File: src/rtl/regfile_wb_scheduler.sv
// Register-file writeback scheduler: round-robin arbitration of the ALU and
// load writeback sources onto the single write port (WE3/A3/WD3), plus a
// busy scoreboard of destination registers that drives the issue-stage stall.
//
// Handshake: a transfer happens at a rising edge where a source's valid and
// its ready are both 1. A source holds valid/rd/data stable until ready.
// ready is combinational from valid and the round-robin pointer, is never
// asserted without the matching valid, and is forced low while RST is high.
module regfile_wb_scheduler #(
  parameter int XLEN = 32,
  parameter int AW   = 5
) (
  input  logic               CLK,
  input  logic               RST,
  input  logic               iss_valid,
  input  logic [AW-1:0]      iss_rd,
  input  logic [AW-1:0]      chk_rs1,
  input  logic [AW-1:0]      chk_rs2,
  output logic               stall,
  input  logic               alu_valid,
  input  logic [AW-1:0]      alu_rd,
  input  logic [XLEN-1:0]    alu_data,
  output logic               alu_ready,
  input  logic               mem_valid,
  input  logic [AW-1:0]      mem_rd,
  input  logic [XLEN-1:0]    mem_data,
  output logic               mem_ready,
  output logic               WE3,
  output logic [AW-1:0]      A3,
  output logic [XLEN-1:0]    WD3,
  output logic [(1<<AW)-1:0] busy_vec
);

  localparam int NREG = 1 << AW;

  // Round-robin pointer: names the source that wins when both request.
  typedef enum logic {
    RR_ALU = 1'b0,
    RR_MEM = 1'b1
  } rr_state_t;

  rr_state_t         rr_q, rr_d;
  logic              we3_q, we3_d;
  logic [AW-1:0]     a3_q, a3_d;
  logic [XLEN-1:0]   wd3_q, wd3_d;
  logic [NREG-1:0]   busy_q, busy_d;

  logic              alu_grant;
  logic              mem_grant;
  logic              iss_accept;

  // Arbitration: single requester wins outright, contention goes to the pointer.
  always_comb begin
    alu_grant = 1'b0;
    mem_grant = 1'b0;
    rr_d      = rr_q;
    if (!RST) begin
      if (alu_valid && (!mem_valid || rr_q == RR_ALU)) begin
        alu_grant = 1'b1;
      end else if (mem_valid) begin
        mem_grant = 1'b1;
      end
    end
    // After any grant the pointer moves to the other source; otherwise it holds.
    if (alu_grant) begin
      rr_d = RR_MEM;
    end else if (mem_grant) begin
      rr_d = RR_ALU;
    end
  end

  // Write-port next state: an accepted rd=0 transfer writes nothing and the
  // address/data registers keep their previous contents.
  always_comb begin
    we3_d = 1'b0;
    a3_d  = a3_q;
    wd3_d = wd3_q;
    if (alu_grant && alu_rd != '0) begin
      we3_d = 1'b1;
      a3_d  = alu_rd;
      wd3_d = alu_data;
    end else if (mem_grant && mem_rd != '0) begin
      we3_d = 1'b1;
      a3_d  = mem_rd;
      wd3_d = mem_data;
    end
  end

  // Hazard stall: any busy source, or a busy destination when issuing (WAW).
  // busy_q[0] is held at 0, so register 0 never contributes.
  always_comb begin
    stall      = busy_q[chk_rs1] | busy_q[chk_rs2] | (iss_valid & busy_q[iss_rd]);
    iss_accept = iss_valid & ~stall & (iss_rd != '0);
  end

  // Scoreboard: the commit clears first so a same-edge issue to that rd wins.
  always_comb begin
    busy_d = busy_q;
    if (we3_q) begin
      busy_d[a3_q] = 1'b0;
    end
    if (iss_accept) begin
      busy_d[iss_rd] = 1'b1;
    end
    busy_d[0] = 1'b0;
  end

  // State registers with synchronous reset; reset also cancels a pending write.
  always_ff @(posedge CLK) begin
    if (RST) begin
      rr_q   <= RR_ALU;
      we3_q  <= 1'b0;
      a3_q   <= '0;
      wd3_q  <= '0;
      busy_q <= '0;
    end else begin
      rr_q   <= rr_d;
      we3_q  <= we3_d;
      a3_q   <= a3_d;
      wd3_q  <= wd3_d;
      busy_q <= busy_d;
    end
  end

  // Output mapping.
  always_comb begin
    alu_ready = alu_grant;
    mem_ready = mem_grant;
    WE3       = we3_q;
    A3        = a3_q;
    WD3       = wd3_q;
    busy_vec  = busy_q;
  end

endmodule

File: config.mk
export PLATFORM = sky130hd
export DESIGN_NAME = regfile_wb_scheduler
export DESIGN_NICKNAME = d
export VERILOG_FILES = /design/src/rtl/regfile_wb_scheduler.sv
export SDC_FILE = /design/constraint.sdc
export NUM_CORES = 1
export LEC_CHECK = 0
export CAP_MARGIN = 0
export CORE_UTILIZATION = 44
export DETAILED_ROUTE_END_ITERATION = 10
export PLACE_DENSITY = 0.81
export SYNTH_ARGS = -nofsm -noshare
export SYNTH_HDL_FRONTEND = slang
export SYNTH_SLANG_ARGS = --single-unit
export TNS_END_PERCENT = 10
File: constraint.sdc
create_clock -name CLK -period 2.7 [get_ports CLK]
set_input_delay 0.27 -clock CLK [delete_from_list [all_inputs] [get_ports CLK]]
set_output_delay 0.27 -clock CLK [all_outputs]
set_load 0.01 [all_outputs]
==> impl_metrics.env, run 1 <==
export IMPL_grt_antenna_before_repair=0
export IMPL_dpl_cell_area_sq_mm=0.00608
export IMPL_cts_root_buffer_cell="sky130_fd_sc_hd__clkbuf_8"
export IMPL_clk_path_buf_depth=2
export IMPL_fp_dieH_um=99.9
export IMPL_synth_enable_flop_cells=0
export IMPL_finalWorstPathRequiredPeriod_ns=2.63
export IMPL_postCtsSetupBuffers=0
export IMPL_dr_first_iter_drc_count=285
export IMPL_cts_resized_gates=7
export IMPL_track_usage_pct=28.2
export IMPL_antenna_violating_nets_post_route=0
export IMPL_reg2reg_slack_ns=0.33
export IMPL_area_growth_synth_to_final_pct=49.1
export IMPL_slew_viols_final=0
export IMPL_irDropWorstVdd_uv=281
export IMPL_synthCells=429
export IMPL_startpoint_type="primary input"
export IMPL_cp_slowest_cell="sky130_fd_sc_hd__mux4_2"
export IMPL_fin_cells=730
export IMPL_power_density_cell_area_mw_per_mm2=414
export IMPL_post_layout_total_power_mw=2.60
export IMPL_first_global_vias=4369
export IMPL_antenna_diode_count=0
export IMPL_fmax_mhz=380
export IMPL_synth_top_flop_cell="sky130_fd_sc_hd__dfxtp_1"
export IMPL_cts_tree="done"
export IMPL_critPathRequiredTime_ns=2.43
export IMPL_area_of_the_core_region_sq_mm=0.00924
export IMPL_drive_gt1_share_pct=14.5
export IMPL_max_slew_worst_pin_slew_ns=0.603
export IMPL_die_area_sq_mm=0.00997
export IMPL_finish_net_count=690
export IMPL_synth_nets=523
export IMPL_p_leak_nw=2.22
export IMPL_max_incr_delay_on_cp_ns=0.51
export IMPL_place_hpwl_um=10300
export IMPL_netlist_cell_type_count=50
export IMPL_dp_cells=714
export IMPL_crit_fanout=7
export IMPL_yosys_warnings=0
export IMPL_slew_limit_headroom_pct=59.7
export IMPL_post_synth_mux_area_share_pct=21.3
export IMPL_post_synth_fa_ha_maj_area_fraction_pct=0
export IMPL_post_synth_instance_area_sq_mm=0.00421
export IMPL_post_synth_cell_area_avg_sq_um=9.82
export IMPL_finish_instance_area_sq_mm=0.00628
export IMPL_port_buffers=165
export IMPL_via_count=4317
export IMPL_gpl_final_weighted_congestion=0.926
export IMPL_hold_path_endpoint="A3[4]"
export IMPL_timing_critical_path_cells="clkdlybuf4s50_1 > buf_6 > mux4_2 > o22ai_2 > nor4_1 > a211o_1 > a21o_1 > dlygate4sd2_1"
export IMPL_post_synth_top_area_cell="sky130_fd_sc_hd__dfxtp_1"
export IMPL_cts_inserted_buffers=9
export IMPL_utilization_pct=68.0
export IMPL_post_cts_hold_buffer_count=0
export IMPL_worstSkewPairLatency_ns=0.34
export IMPL_timing_rr_start="busy_vec[5]"
export IMPL_cts_sink_count=70
export IMPL_setup_violations_final=0
export IMPL_synth_seq_area_share_pct=33.3
export IMPL_synth_top_family_by_area="multiplexers"
export IMPL_max_cap_violations=0
export IMPL_synthSimpleGateAreaFrac_pct=19.8
export IMPL_start_util_pct=45.6
export IMPL_synth_compound_gate_area_share_pct=20.2
export IMPL_worst_hold_path_type="in -> reg"
export IMPL_setup_worst_path_start="chk_rs1[0]"
export IMPL_synth_top_cells_by_area="sky130_fd_sc_hd__dfxtp_1 33%, sky130_fd_sc_hd__mux4_2 11%, sky130_fd_sc_hd__mux2i_1 9.5%"
export IMPL_beginning_of_the_worst_hold_path="RST"
export IMPL_cts_htree_levels=3
export IMPL_type_of_destination_of_the_critical_path="output pin"
export IMPL_floorplan_io_pins=167
export IMPL_drt_total_wl_um=13700
export IMPL_die_x_um=99.9
export IMPL_grt_max_degree=51
export IMPL_cell_depth_of_the_worst_hold_path=3
export IMPL_timing_setup_critical_path_class="in -> out"
export IMPL_r2r_end="busy_vec[19]"
export IMPL_finalClockSkew_ns=0.0111
export IMPL_clkSlewWorstSetupHoldPaths_ns=0.08
export IMPL_status="finished clean"
export IMPL_drt_wirelength_per_cell_um=18.8
export IMPL_top_area_cell_type_share_of_the_netlist_area_pct=33.3
export IMPL_finalCritPeriodShare_pct=97.4
export IMPL_globalRouteOverflowTotal=0
export IMPL_detail_route_drc_violations=0
export IMPL_min_hold_slack_ns=0.385
export IMPL_rows=35
export IMPL_asyncSetResetFlopFracSynth_pct=0
export IMPL_grt_pass1_wl_um=22100
export IMPL_timing_reg2reg_worst_path_depth=6
export IMPL_report_final_hold_viol_count=0
export IMPL_synthXorXnorAreaFrac_pct=0
export IMPL_seq_cells_post_synth=70
export IMPL_dr_pass1_iters=5
export IMPL_avgViaCountPerCell=5.91
export IMPL_critical_path_arrival_ns=2.36
==> critical path: cells and delay by family <==
kind | cells | cell delay, ns
buffers and inverters | 3 | 0.90
AND/OR/NAND/NOR | 1 | 0.06
AO/OA/AOI/OAI | 3 | 0.63
multiplexers | 1 | 0.51
==> metrics by stage <==
step                      setup TNS (ns)  setup slack (ns)
after CTS                              0            0.0463
after detailed placement           -4.16            -0.316
after global routing            -0.00651          -0.00651
after floorplan                        0             0.563
after global placement             -1.72            -0.285
final                                  0            0.0706
==> Yosys cell counts (2+ instances only) <==
| cell type | instances |
|---|---|
| sky130_fd_sc_hd__dfxtp_1 | 70 |
| sky130_fd_sc_hd__nor2_1 | 43 |
| sky130_fd_sc_hd__mux2i_1 | 40 |
| sky130_fd_sc_hd__a211oi_1 | 37 |
| sky130_fd_sc_hd__nand2_1 | 31 |
| sky130_fd_sc_hd__nand3b_1 | 23 |
| sky130_fd_sc_hd__clkbuf_1 | 22 |
| sky130_fd_sc_hd__o41ai_1 | 21 |
| sky130_fd_sc_hd__mux4_2 | 20 |
| sky130_fd_sc_hd__nor2b_1 | 20 |
| sky130_fd_sc_hd__o21ai_0 | 19 |
| sky130_fd_sc_hd__o41ai_2 | 10 |
| sky130_fd_sc_hd__buf_6 | 8 |
| sky130_fd_sc_hd__nor3b_1 | 7 |
| sky130_fd_sc_hd__buf_2 | 6 |
| sky130_fd_sc_hd__nand3_1 | 6 |
| sky130_fd_sc_hd__nand2b_1 | 4 |
| sky130_fd_sc_hd__nor3_1 | 4 |
| sky130_fd_sc_hd__a21oi_1 | 2 |
| sky130_fd_sc_hd__and3b_1 | 2 |
| sky130_fd_sc_hd__buf_4 | 2 |
| sky130_fd_sc_hd__o21a_1 | 2 |
| sky130_fd_sc_hd__or2_2 | 2 |
| sky130_fd_sc_hd__or4_1 | 2 |
==> layout make-up <==
type,instances,area [sq um]
sequential,70,1400
clock buffer,11,141
inverter,1,3.75
clock inverter,5,57.6
fill,702,2960
multi-input combinational,319,2610
timing repair buffer,195,1910
tap,129,161
==> routing by layer <==
| layer | track usage (%) | wire length [um] | part of all wire, % |
|---|---|---|---|
| met3 | 8.36 | 1680 | 12 |
| met5 | 0 | 0 | 0 |
| met1 | 34.8 | 5250 | 38 |
| met2 | 46.2 | 6480 | 47 |
| met4 | 11.3 | 293 | 2.1 |
==> cells by family (layout without fill, tap and decap cells) <==
kind of cell    Yosys count  after routing
mux                      63             63
compound gates          102            102
flops                    70             70
other cells               1              1
buf+inv                  40            212
simple gates            153            153
==> placed cells by master, fill, tap and decap left out, drive strengths merged, types with 2 or more instances in the layout <==
cell	count
nor3	4
clkinv	3
o21a	2
dfxtp	70
nand3b	23
mux2i	40
or2	2
nand2b	4
nor3b	7
o41ai	31
buf	31
nor2	43
mux4	21
dlygate4sd2	5
a211oi	37
nand2	31
o21ai	20
and3b	2
or4	2
clkdlybuf4s50	159
nand4	2
nor2b	20
inv	2
nand3	6
clkbuf	11
a31oi	2
a21oi	2
mux2	2
==> registers in the layout (all words and copies together), names as in the netlist <==
| register | cells |
|---|---|
| WD3 | 32 |
| busy_vec | 31 |
| A3 | 5 |
| WE3 | 1 |
| rr_q | 1 |
==> how the worst max path moves through the flow <==
stage	to	slack, ns	depth (start not counted)
after floorplan	stall	0.56	7
after global placement	stall	-0.28	8
after detailed placement	stall	-0.32	8
after CTS	stall	0.05	8
after global routing	stall	-0.007	8
final	stall	0.07	8
==> report_power, final <==
group / switching [mW] / leakage [nW] / internal [mW]
registers: 0.0492 / 0.573 / 1.09
logic: 0.270 / 1.55 / 0.345
clock network: 0.398 / 0.104 / 0.454
(Power assumes the default switching activity.)
==> run 2, diff against run 1 <==
==> constraint.sdc (replaced) <==
create_clock -name CLK -period 2.7 [get_ports CLK]
set_input_delay 0.405 -clock CLK [delete_from_list [all_inputs] [get_ports CLK]]
set_output_delay 0.405 -clock CLK [all_outputs]
set_load 0.005 [all_outputs]
==> run 2 against run 1 <==
Global-route usage is 0.094 points lower; setup slack worse by 0.016 ns; sequential power is essentially flat; final cell count did not move; flip-flop and latch count unchanged; combinational power fell by 3.6%; power shrank 1.4%; count of clock-buffer cells in the layout shrank 1; sequential share of layout area grew 0.062 points; maximum frequency shrank 0.60%; non-clock buffer count unchanged.
==> impl_metrics.env, run 2 (synthesized netlist as in run 1, its figures left out) <==
export IMPL_fin_cells=730
export IMPL_antenna_diode_count=0
export IMPL_sequential_share_of_power_pct=44.2
export IMPL_power_switching_mw=0.713
export IMPL_finalWorstPathRequiredPeriod_ns=2.65
export IMPL_startpoint_type="primary input"
export IMPL_floorplan_io_pins=167
export IMPL_slew_viols_final=0
export IMPL_die_x_um=99.9
export IMPL_p_leak_nw=2.21
export IMPL_via_count=4305
export IMPL_die_area_sq_mm=0.00997
export IMPL_finalCritPeriodShare_pct=98.0
export IMPL_globalRouteOverflowTotal=0
export IMPL_cp_slowest_cell="sky130_fd_sc_hd__clkdlybuf4s50_1"
export IMPL_irDropWorstVdd_uv=326
export IMPL_dp_cells=714
export IMPL_timing_setup_critical_path_class="in -> out"
export IMPL_min_hold_slack_ns=0.382
export IMPL_max_incr_delay_on_cp_ns=0.48
export IMPL_hold_path_endpoint="rr_q"
export IMPL_track_usage_pct=28.1
export IMPL_grt_antenna_before_repair=0
export IMPL_status="finished clean"
export IMPL_pwr_share_comb_pct=23.1
export IMPL_avgViaCountPerCell=5.90
export IMPL_clkSlewWorstSetupHoldPaths_ns=0.08
export IMPL_clk_path_buf_depth=2
export IMPL_grt_setup_unrepaired="false"
export IMPL_rows=35
export IMPL_power_internal_mw=1.85
export IMPL_cts_htree_levels=3
export IMPL_area_growth_synth_to_final_pct=48.7
export IMPL_cp_buffers_inverters=3
export IMPL_utilization_pct=67.8
export IMPL_r2r_end="busy_vec[15]"
export IMPL_timing_critical_path_cells="clkdlybuf4s50_1 > buf_6 > mux4_2 > mux2_2 > a31oi_4 > nand4_4 > a21o_1 > buf_2"
export IMPL_cts_inserted_buffers=9
export IMPL_report_final_hold_viol_count=0
export IMPL_cts_tree="done"
export IMPL_finalClockSkew_ns=0.0103
export IMPL_fmax_mhz=378
export IMPL_detail_route_drc_violations=0
export IMPL_dp_worst_setup_slack_ns=-0.581
export IMPL_critPathRequiredTime_ns=2.30
export IMPL_start_util_pct=45.6
export IMPL_drive_gt1_share_pct=14.8
export IMPL_fp_dieH_um=99.9
export IMPL_grt_max_degree=67
export IMPL_post_cts_hold_buffer_count=0
export IMPL_port_buffers=165
export IMPL_setup_violations_final=0
export IMPL_multiInputGateArea_sq_mm=0.00261
export IMPL_power_density_cell_area_mw_per_mm2=409
export IMPL_drt_wirelength_per_cell_um=19.1
export IMPL_crit_fanout=9
export IMPL_cts_root_buffer_cell="sky130_fd_sc_hd__clkbuf_8"
export IMPL_gpl_final_weighted_congestion=0.952
export IMPL_beginning_of_the_worst_hold_path="RST"
export IMPL_antenna_violating_nets_post_route=0
export IMPL_worstSkewPairLatency_ns=0.34
export IMPL_max_cap_violations=0
export IMPL_place_hpwl_um=10400
export IMPL_largest_register_ffs=32
export IMPL_fill_cells=710
export IMPL_max_slew_worst_pin_slew_ns=0.632
export IMPL_critical_path_top_delay_family="buffers and inverters"
export IMPL_p_sw_share_pct=27.8
export IMPL_grt_pass1_wl_um=21800
export IMPL_worst_hold_path_type="in -> reg"
export IMPL_reg2reg_slack_ns=0.37
export IMPL_most_common_cell_after_layout_fill_and_taps_aside="sky130_fd_sc_hd__clkdlybuf4s50_1"
export IMPL_power_share_clock_pct=32.7
export IMPL_fin_ws_ns=0.0547
export IMPL_drt_total_wl_um=13900
export IMPL_cell_depth_of_the_worst_hold_path=2
export IMPL_dr_first_iter_drc_count=234
export IMPL_type_of_destination_of_the_critical_path="output pin"
export IMPL_cts_sink_count=70
export IMPL_timing_rr_start="busy_vec[5]"
export IMPL_critical_path_arrival_ns=2.24
export IMPL_finish_net_count=690
export IMPL_register_area_sq_mm=0.00140
export IMPL_timing_reg2reg_worst_path_depth=6
export IMPL_dr_pass1_iters=5
export IMPL_first_global_vias=4219
export IMPL_layout_common_cells="158 x sky130_fd_sc_hd__clkdlybuf4s50_1, 70 x sky130_fd_sc_hd__dfxtp_1, 43 x sky130_fd_sc_hd__nor2_1"
export IMPL_slew_limit_headroom_pct=57.9
export IMPL_area_of_the_core_region_sq_mm=0.00924
[run 2: cell types whose count changed in the layout (fill, tap and decap cells not counted), sizes merged]
cell           previous run  this run
inv                       2         1
clkinvlp                  0         3
clkinv                    3         2
clkdlybuf4s50           159       158
buf                      31        32
clkdlybuf4s15             0         1
dlygate4sd2               5         3
[run 2: power groups by stage]
stage                     combinational, mW  clock [mW]  sequential [mW]
after floorplan                       0.261           0             1.15
after global placement                0.579           0             1.15
after detailed placement              0.589           0             1.16
after CTS                             0.591       0.851             1.13
after global routing                  0.635       0.886             1.14
final                                 0.592       0.838             1.14
[run 2: through the flow]
step                      total power [mW]  TNS, ns  cell area [sq um]
after floorplan                       1.41        0               4210
after detailed placement              1.74    -8.47               6080
after global placement                1.73    -7.10               6080
after global routing                  2.66        0               6270
after CTS                             2.58        0               6260
final                                 2.57        0               6270
[run 2: worst max-delay path by stage]
stage | start | endpoint | slack [ns] | depth (start not counted)
6_report | iss_rd[1] | stall | 0.05 | 8
5_1_grt | iss_rd[1] | stall | 0.003 | 8
4_1_cts | iss_rd[0] | stall | 0.002 | 8
3_5_place_dp | iss_rd[0] | stall | -0.58 | 8
3_3_place_gp | iss_rd[0] | stall | -0.56 | 8
2_1_floorplan | chk_rs2[2] | stall | 0.32 | 7
[run 2: final cells by class]
| type | count | area share, % |
|---|---|---|
| multi-input cells | 319 | 41.6 |
| well taps | 129 | 2.58 |
| clock buffers | 10 | 2.04 |
| inverters | 1 | 0.0599 |
| flip-flops and latches | 70 | 22.4 |
| clock inverters | 6 | 0.998 |
| repair buffers | 195 | 30.4 |
[run 2: layer usage]
metal / vias to the layer above / track usage [%] / routed length, um
met5: - / 0 / 0
met4: 0 / 13.3 / 357
met3: 32 / 8.29 / 1400
met2: 245 / 45.2 / 6460
met1: 2042 / 34.6 / 5710
li1: 1986 / - / -
[run 2: timing repair]
action                     4_1_cts  5_1_grt
resized for setup               11        4
pin swaps                        3        0
hold endpoints to repair         0        0
setup endpoints to repair        1        1
setup buffers                    0        0
